===== config.mk =====
export PLATFORM = sky130hd
export DESIGN_NAME = data_memory_arbiter
export DESIGN_NICKNAME = d
export VERILOG_FILES = /design/src/rtl/data_memory_pkg.sv /design/src/rtl/data_memory_wait_counter.sv /design/src/rtl/data_memory_arbiter.sv
export SDC_FILE = /design/constraint.sdc
export NUM_CORES = 1
export LEC_CHECK = 0
export ABC_AREA = 1
export BUFFER_PORTS_ARGS = -buffer_cell sky130_fd_sc_hd__buf_4
export CORE_AREA = 2 2 64 66
export DETAILED_ROUTE_END_ITERATION = 8
export DIE_AREA = 0 0 66 68
export PLACE_DENSITY = 0.81
export SYNTH_ARGS = -nofsm -noshare
export SYNTH_HDL_FRONTEND = slang
export SYNTH_SLANG_ARGS = --single-unit

===== constraint.sdc =====
create_clock -name clk -period 1.7 [get_ports clk]
set_clock_uncertainty 0.2 [all_clocks]
set_input_delay 0.34 -clock clk [delete_from_list [all_inputs] [get_ports clk]]
set_output_delay 0.34 -clock clk [all_outputs]
set_load 0.1 [all_outputs]

===== src/rtl/data_memory_pkg.sv =====
// Shared defaults, FSM encoding and port identifiers for the data memory arbiter.
package data_memory_pkg;

  localparam int unsigned RAM_WIDTH_DEF     = 16;
  localparam int unsigned RAM_ADDR_BITS_DEF = 11;
  localparam int unsigned MAX_WAIT_DEF      = 4;
  localparam int unsigned WAIT_CNT_W        = 4;

  typedef enum logic {
    ARB    = 1'b0,
    LOCK_B = 1'b1
  } arb_state_t;

  typedef enum logic {
    PORT_A = 1'b0,
    PORT_B = 1'b1
  } port_id_t;

endpackage


===== src/rtl/data_memory_wait_counter.sv =====
// Saturating count of consecutive cycles port B has been refused.
module data_memory_wait_counter
  import data_memory_pkg::*;
#(
  parameter int unsigned MAX_WAIT = MAX_WAIT_DEF
) (
  input  logic                  clk,
  input  logic                  rst_n,
  input  logic                  b_req,
  input  logic                  b_gnt,
  input  logic                  hold_zero,
  output logic [WAIT_CNT_W-1:0] cnt,
  output logic                  at_max
);

  localparam logic [WAIT_CNT_W-1:0] MAX_CNT = WAIT_CNT_W'(MAX_WAIT);

  always_ff @(posedge clk or negedge rst_n) begin
    if (!rst_n) begin
      cnt <= '0;
    end else if (hold_zero || !b_req || b_gnt) begin
      cnt <= '0;
    end else if (cnt != MAX_CNT) begin
      cnt <= cnt + WAIT_CNT_W'(1);
    end
  end

  assign at_max = (cnt == MAX_CNT);

endmodule


===== src/rtl/data_memory_arbiter.sv =====
// Two-port arbiter in front of data_memory: pipeline port A, debug port B with
// starvation bound and lock, one access per cycle, one-cycle read latency.
module data_memory_arbiter
  import data_memory_pkg::*;
#(
  parameter int unsigned RAM_WIDTH     = RAM_WIDTH_DEF,
  parameter int unsigned RAM_ADDR_BITS = RAM_ADDR_BITS_DEF,
  parameter int unsigned MAX_WAIT      = MAX_WAIT_DEF
) (
  input  logic                     clk,
  input  logic                     rst_n,
  input  logic                     a_req,
  input  logic                     a_write,
  input  logic [RAM_ADDR_BITS-1:0] a_addr,
  input  logic [RAM_WIDTH-1:0]     a_wdata,
  output logic                     a_gnt,
  output logic                     a_rvalid,
  output logic [RAM_WIDTH-1:0]     a_rdata,
  input  logic                     b_req,
  input  logic                     b_write,
  input  logic [RAM_ADDR_BITS-1:0] b_addr,
  input  logic [RAM_WIDTH-1:0]     b_wdata,
  input  logic                     b_lock,
  output logic                     b_gnt,
  output logic                     b_rvalid,
  output logic [RAM_WIDTH-1:0]     b_rdata,
  output logic                     mem_write,
  output logic [RAM_ADDR_BITS-1:0] mem_addr,
  output logic [RAM_WIDTH-1:0]     mem_wdata,
  input  logic [RAM_WIDTH-1:0]     mem_rdata
);

  arb_state_t            state;
  logic                  lock_mode;
  logic                  wait_at_max;
  logic [WAIT_CNT_W-1:0] wait_cnt;
  logic                  rd_valid;
  port_id_t              rd_owner;

  data_memory_wait_counter #(
    .MAX_WAIT (MAX_WAIT)
  ) u_wait_counter (
    .clk       (clk),
    .rst_n     (rst_n),
    .b_req     (b_req),
    .b_gnt     (b_gnt),
    .hold_zero (lock_mode),
    .cnt       (wait_cnt),
    .at_max    (wait_at_max)
  );

  // A cycle in LOCK_B with b_lock low is arbitrated as ARB.
  assign lock_mode = (state == LOCK_B) && b_lock;

  always_comb begin
    a_gnt = 1'b0;
    b_gnt = 1'b0;
    if (rst_n) begin
      if (lock_mode) begin
        b_gnt = b_req;
      end else begin
        b_gnt = b_req && (!a_req || wait_at_max);
        a_gnt = a_req && !b_gnt;
      end
    end
  end

  always_comb begin
    mem_write = 1'b0;
    mem_addr  = a_addr;
    mem_wdata = a_wdata;
    if (b_gnt) begin
      mem_write = b_write;
      mem_addr  = b_addr;
      mem_wdata = b_wdata;
    end else if (a_gnt) begin
      mem_write = a_write;
    end
  end

  always_ff @(posedge clk or negedge rst_n) begin
    if (!rst_n) begin
      state <= ARB;
    end else if (lock_mode || (b_gnt && b_lock)) begin
      state <= LOCK_B;
    end else begin
      state <= ARB;
    end
  end

  // Remember who issued the read so the returning word is steered correctly.
  always_ff @(posedge clk or negedge rst_n) begin
    if (!rst_n) begin
      rd_valid <= 1'b0;
      rd_owner <= PORT_A;
    end else begin
      rd_valid <= (a_gnt && !a_write) || (b_gnt && !b_write);
      if (b_gnt && !b_write) begin
        rd_owner <= PORT_B;
      end else if (a_gnt && !a_write) begin
        rd_owner <= PORT_A;
      end
    end
  end

  assign a_rvalid = rd_valid && (rd_owner == PORT_A);
  assign b_rvalid = rd_valid && (rd_owner == PORT_B);
  assign a_rdata  = mem_rdata;
  assign b_rdata  = mem_rdata;

endmodule


==> results of run 1 <==
## where the power goes
group | internal [uW] | switching [uW] | leakage [uW]
Clock | 162 | 72.1 | 0.0000228
Sequential | 186 | 17.3 | 0.0000926
Combinational | 541 | 835 | 0.00138
Total | 889 | 925 | 0.00149
## kinds of logic (layout without fill, tap and decap cells)
| kind of cell | Yosys count | after routing |
|---|---|---|
| AOI/OAI and AO/OA | 2 | 2 |
| xor gates and xnor gates | 2 | 2 |
| adders and majority gates | 2 | 2 |
| buffers and inverters | 49 | 132 |
| DFF | 7 | 7 |
| and+or+nand+nor | 113 | 113 |
## final cells by class
class / instances / share of cell area [%]
Clock buffer: 4 / 1.50
Sequential cell: 7 / 5.84
Timing Repair Buffer: 117 / 44.1
Inverter: 11 / 1.79
Multi-Input combinational cell: 119 / 44.7
Tap cell: 50 / 2.09
## final timing paths
| path | startpoint | to | slack [ns] | cells after the start |
|---|---|---|---|---|
| max in group asynchronous | rst_n | u_wait_counter.cnt[0]$_DFFE_PN0P_ | 0.76 | 3 |
| max reg2reg | u_wait_counter.cnt[0]$_DFFE_PN0P_ | rd_owner$_DFFE_PN0P_ | 0.03 | 10 |
| min in group asynchronous | rst_n | u_wait_counter.cnt[2]$_DFFE_PN0P_ | 0.37 | 3 |
| max | u_wait_counter.cnt[0]$_DFFE_PN0P_ | mem_addr[6] | -0.50 | 10 |
| min | b_write | rd_valid$_DFF_PN0_ | 0.21 | 4 |
| min reg2reg | rd_owner$_DFFE_PN0P_ | rd_owner$_DFFE_PN0P_ | 0.36 | 2 |
## sequential cells by signal, summed over array words and instances, names as in the netlist
signal / cells
rd_owner: 1
rd_valid: 1
state: 1
u_wait_counter.cnt: 4
## critical path, delay by kind of cell, from the launching register on
family / cells / cell delay (ns)
adder cells (fa/ha/maj): 1 / 0.14
buffers and inverters: 4 / 0.49
flip-flops: 1 / 0.38
AND/OR/NAND/NOR: 5 / 0.40
## stage by stage
step | setup TNS, ns | utilization (%) | cells | cell area, um^2 | worst slack [ns]
2_1_floorplan | -7.24 | - | 175 | 1650 | -0.289
3_3_place_gp | -10.55 | 58.2 | 298 | 2240 | -0.421
3_5_place_dp | -11.82 | 58.2 | 298 | 2240 | -0.483
4_1_cts | -14.85 | 74.9 | 308 | 2890 | -0.510
5_1_grt | -16.68 | 77.8 | 308 | 3000 | -0.578
6_report | -14.49 | 77.8 | 308 | 3000 | -0.502
## layout by cell type (no fill, tap or decap), drive strengths merged
cell type    Yosys  layout
inv             11      10
and2             1       1
o21ai            1       1
nand2           98      98
dfrtp            7       7
nand4            1       1
clkbuf           0       4
buf             38     115
a21oi            1       1
dlygate4sd3      0       2
xor2             2       2
ha               2       2
nand3            7       7
nor2             6       6
clkinv           0       1
## timing repair
action                                  CTS  global route
setup buffers                             3             1
resized for setup                       135            25
endpoints found under the hold margin     7             0
endpoints found under the setup margin   30            33
pin swaps                                 2            10
cloned                                    1             0
hold buffers                              2             0
## per-layer routing
layer	vias up	wire length, um	part of all wire (%)	track usage [%]
li1	657	-	-	-
met1	619	1280	28	16.4
met2	58	2850	62	41.2
met3	8	350	7.6	6.91
met4	0	107	2.3	8.16
met5	-	0	0	0
==> metrics.md, run 1 <==
| Metric | Value |
|---|---|
| Status | `finished, violations left` |
| Failing checks | `setup timing` |
| Final Cycle Share | `130%` |
| Number of CTS-inserted buffers | `3` |
| Sequential cell area | `175 um^2` |
| Nets | `338` |
| Maximum VDD drop | `379 uV` |
| Pwr Total | `1810 uW` |
| Vias/cell | `4.36` |
| Sequential element share of the synthesized area | `16.9%` |
| CTS clock-pin slew for the worst setup and hold paths | `0.04 ns` |
| Multiplexer share of the synthesized area | `0%` |
| Compound-Gate Fraction of Synth Area | `0.967%` |
| Synthesized Nets | `254` |
| Syn Inst Count | `175` |
| CTS Root Cell | `clkbuf_8` |
| Pin count of the biggest net entering global routing | `15` |
| Vias in the first global route | `1451` |
| Min Hold Slack | `0.210 ns` |
| Drt drc | `0` |
| Initial antenna violation count | `0` |
| Xor and xnor area share after synthesis | `1.69%` |
| Slew Viols, Final | `0` |
| Leak Pwr | `0.00149 uW` |
| Worst setup margin | `-0.502 ns` |
| CTS tree | `built` |
| Area of the multi-input gates | `1340 um^2` |
| Max-Cap Viols | `0` |
| Post-route minimum period | `2.20 ns` |
| Post-synth top flop | `dfrtp_1` |
| Post-synth top cells | `nand2_1 (94), buf_4 (35), inv_1 (10)` |
| Area growth syn-to-layout | `190%` |
| Worst Path Arrival | `1.66 ns` |
| Crit Path Max Fanout | `8` |
| Starting Density | `26.8%` |
| Most common cell in the netlist | `nand2_1` |
| Fill cell count | `245` |
| Top cells by area, synth | `nand2_1 (34%), buf_4 (25%), dfrtp_1 (17%)` |
| Detail Route Antenna Nets | `0` |
| Asr flop ratio synth | `100%` |
| Simple-gate share of the synthesized area | `45.0%` |
| 1st-iter DRT viols | `13` |
| Post-DP HPWL | `3000 um` |
| Syn avg cell area | `5.91 um^2` |
| Share of cells above drive strength 1 | `82.6%` |
| Seq cells post-synth | `7` |
| Drt pass-1 iters | `3` |
| CP required | `1.16 ns` |
| Largest area contributor in the netlist | `nand2_1` |
| Netlist cell types | `18` |
| CP Capture Type | `output port` |
| Ports | `141` |
| Unrepaired setup endpoints after global routing | `true` |
| # rows | `23` |
| Share of the synthesized area in the top cell type | `34.1%` |
| Power Density | `605 nW/um^2` |
| Post-synth EDFFs | `0` |
| Worst Max-Slew Pin Slew | `0.280 ns` |
| Clock tree buffer depth | `2` |
| Main combinational cell family by area after synthesis | `simple AND/OR/NAND/NOR gates` |
| Fmax | `454 MHz` |
| Aggregate global routing overflow | `0` |
| Synth Warn # | `0` |
| Clock H-tree levels | `1` |
| Crit Path Class | `reg -> out` |
| Wirelength per Cell | `14.9 um` |
| Slowest cell on crit path | `dfrtp_1` |
| Core area | `3860 um^2` |
| Crit start category | `flip-flop` |
| Skew-Pair Late Insertion Delay | `0.23 ns` |
| I/O Buffers | `92` |
| RD Place Congestion | `0.781` |
| Drt total wl | `4580 um` |
| Final Setup Violations | `30` |
| First-pass GRT wire length | `6530 um` |
| Chip Height | `68 um` |
| CP peak stage delay | `0.38 ns` |
| Global Route Usage Sum | `19.6%` |
| CTS sink cnt | `7` |
| Die Area | `4490 um^2` |
| Hold WC Path Type | `in -> reg` |
| Ant diodes | `0` |
| Die width | `66 um` |
| DR vias | `1342` |
| CP Cell Sequence | `inv_2, ha_4, nand3_4, nand3_4, nand2_8, clkinv_8, buf_16, nand2_4, nand2_8, buf_12` |
| Post-Syn Area | `1030 um^2` |
| Fin. Hold Viols | `0` |
| Rel. slew slack | `81.5%` |
| Adder-Cell Fraction of Synth Area | `2.42%` |
Power figures use the tool's default switching activity.
==> inputs of run 2 (changes only) <==
--- a/config.mk
+++ b/config.mk
@@ -6,11 +6,11 @@
 export NUM_CORES = 1
 export LEC_CHECK = 0
 export ABC_AREA = 1
-export BUFFER_PORTS_ARGS = -buffer_cell sky130_fd_sc_hd__buf_4
-export CORE_AREA = 2 2 64 66
+export CORE_AREA = 2 2 54 56
 export DETAILED_ROUTE_END_ITERATION = 8
-export DIE_AREA = 0 0 66 68
-export PLACE_DENSITY = 0.81
+export DIE_AREA = 0 0 56 58
+export DONT_BUFFER_PORTS = 1
+export PLACE_DENSITY = 0.58
 export SYNTH_ARGS = -nofsm -noshare
 export SYNTH_HDL_FRONTEND = slang
 export SYNTH_SLANG_ARGS = --single-unit
==> constraint.sdc (replaced) <==
create_clock -name clk -period 2.09 [get_ports clk]
set_clock_uncertainty 0.2 [all_clocks]
set_input_delay 0.418 -clock clk [delete_from_list [all_inputs] [get_ports clk]]
set_output_delay 0.418 -clock clk [all_outputs]
set_load 0.1 [all_outputs]
==> run 2 against run 1 <==
Against the previous run:
- the flow still finishes with violations (setup timing)
- sequential power fell by 20%
- critical path depth increased by 1
- global-route usage increased by 2.8 points
- critical endpoint is now mem_wdata[14]
==> metrics.md, run 2 (same netlist as run 1, synthesis figures left out) <==
| Metric | Value |
|---|---|
| Fin. Hold Viols | `0 (unchanged)` |
| Ant diodes | `0 (unchanged)` |
| Global Route Usage Sum | `22.5% (+2.8 points)` |
| Worst Path Arrival | `1.73 ns (+0.07 ns)` |
| # rows | `19 (-17%)` |
| Die width | `56 um (-15%)` |
| Final Cycle Share | `112%` |
| Share of cells above drive strength 1 | `62.8% (-20 points)` |
| DR vias | `1070 (-20%)` |
| CTS Root Cell | `clkbuf_4` |
| RD Place Congestion | `0.786 (+0.67%)` |
| First-pass GRT wire length | `5660 um (-13%)` |
| Chip Height | `58 um (-15%)` |
| Die Area | `3250 um^2 (-28%)` |
| Area growth syn-to-layout | `90.6%` |
| Ports | `141 (unchanged)` |
| Crit Path Max Fanout | `7 (-1)` |
| Nets | `263 (-22%)` |
| Failing checks | `setup timing` |
| Vias/cell | `5.00 (+15%)` |
| Worst R2R End | `rd_owner$_DFFE_PN0P_` |
| CP Capture Type | `output port` |
| Worst Hold Depth | `2 (-2)` |
| Vias in the first global route | `1158 (-20%)` |
| I/O Buffers | `0 (-100%)` |
| Power Density | `593 nW/um^2 (-2.0%)` |
| Reg2reg setup slack | `0.21 ns (+0.18 ns)` |
| Drt pass-1 iters | `4 (+1)` |
| Fmax | `426 MHz` |
| Pin count of the biggest net entering global routing | `29 (+14)` |
| Post-DP HPWL | `2380 um (-21%)` |
| Clock tree buffer depth | `2 (unchanged)` |
| CTS tree | `built` |
| CTS clock-pin slew for the worst setup and hold paths | `0.05 ns (about the same)` |
| Number of CTS-inserted buffers | `3 (unchanged)` |
| Hold worst-path end | `state$_DFF_PN0_` |
| Leak Pwr | `0.000947 uW (-37%)` |
| Unrepaired setup endpoints after global routing | `true` |
| Clock H-tree levels | `1 (unchanged)` |
| 1st-iter DRT viols | `26 (+13)` |
| Crit Reg-Reg Startpoint | `u_wait_counter.cnt[0]$_DFFE_PN0P_` |
| Commonest non-fill, non-tap cells in the layout | `nand2_1 (36), nand2_4 (26), buf_12 (24), nand2_2 (22), nand2_8 (14)` |
| Slew Viols, Final | `0 (unchanged)` |
| Drt drc | `0 (unchanged)` |
| Crit Path Class | `reg -> out` |
| HP Start | `b_lock` |
| Final Setup Violations | `30 (unchanged)` |
| Largest Register | `u_wait_counter.cnt` |
| CTS sink cnt | `7 (unchanged)` |
| Post-layout util | `74.1% (-3.7 points)` |
| Worst Max-Slew Pin Slew | `0.333 ns (+0.0536 ns)` |
| Worst setup margin | `-0.255 ns (+0.247 ns)` |
| Core area | `2660 um^2 (-31%)` |
| Maximum VDD drop | `544 uV (+44%)` |
| Wirelength per Cell | `16.4 um (+10%)` |
| Detail Route Antenna Nets | `0 (unchanged)` |
| Aggregate global routing overflow | `0 (unchanged)` |
| Crit path from | `u_wait_counter.cnt[1]$_DFFE_PN0P_` |
| Max reg flops | `4 (unchanged)` |
| Crit start category | `flip-flop` |
| Leading cell type in the layout, fill and taps excluded | `nand2_1` |
| Hold WC Path Type | `in -> reg` |
| CP required | `1.47 ns (+0.31 ns)` |
| Rel. slew slack | `77.7% (-3.8 points)` |
| Register-to-Register Path Depth | `12 (+2)` |
| Starting Density | `38.9% (+12 points)` |
| Drt total wl | `3510 um (-23%)` |
| Initial antenna violation count | `0 (unchanged)` |
| Setup TNS Final | `-6.04 ns (+8.46 ns)` |
| Max-Cap Viols | `0 (unchanged)` |
| Post-route minimum period | `2.34 ns` |
| Status | `finished, violations left` |
| Skew-Pair Late Insertion Delay | `0.26 ns (+0.03 ns)` |
==> run 2: cell types whose count changed in the layout (fill, tap and decap cells not counted), sizes merged <==
cell	before	now
dlygate4sd3	2	1
buf	115	41
clkinv	1	0
inv	10	11
==> run 2: how the worst max path moves through the flow <==
stage | cells after the start | endpoint
floorplan | 9 | mem_addr[1]
global placement | 10 | mem_wdata[7]
detailed placement | 10 | mem_wdata[3]
CTS | 11 | mem_write
global route | 11 | mem_addr[1]
finish | 11 | mem_wdata[14]
==> run 2: repair_timing <==
| item | in CTS | in global routing |
|---|---|---|
| pin swaps | 11 | 4 |
| setup endpoints to repair | 30 | 30 |
| hold endpoints to repair | 7 | 0 |
| hold buffers | 1 | 0 |
| cloned | 3 | 0 |
| resized for setup | 43 | 6 |
| setup buffers | 6 | 4 |
==> run 2: metal layers <==
layer / global-route usage, % / up-vias / share of wire (%)
met5: 0 / - / 0
met4: 9.86 / 0 / 2.2
met3: 6.03 / 13 / 9.2
met2: 43.0 / 65 / 58
met1: 22.8 / 483 / 31
li1: - / 509 / -
==> run 2: worst max-delay path: stages, from the launching register on <==
cell     delay, ns
dfrtp_1       0.38
inv_2         0.08
ha_4          0.14
nand3_4       0.09
nand3_4       0.08
nand2_4       0.07
inv_6         0.08
buf_12        0.11
buf_16        0.12
nand2_2       0.07
nand2_4       0.07
buf_12        0.17
==> run 2: report_power, final <==
| group | switching [uW] | internal (uW) | leakage, uW |
|---|---|---|---|
| clock | 55.9 | 73.2 | 0.0000150 |
| combinational | 582 | 295 | 0.000840 |
| sequential | 12.2 | 150 | 0.0000926 |
| total | 650 | 518 | 0.000947 |
==> run 2: area by class of cell <==
cell class,instances,area (um^2)
inverter,11,46.3
timing repair buffer,42,669
clock buffer,4,26.3
tap,31,38.8
multi-input combinational,119,1020
fill,185,691
sequential,7,175
==> run 2: per-stage QoR <==
step,power (uW),setup slack (ns),instance area (um^2),hold slack [ns],instances
after floorplan,1040,-0.102,1380,-0.0776,175
after global placement,939,0.0192,1620,-0.0774,198
after detailed placement,952,-0.0401,1620,-0.0774,198
after CTS,1160,-0.239,1970,0.0665,212
after global routing,1210,-0.348,1970,0.0580,214
final,1170,-0.255,1970,0.0685,214
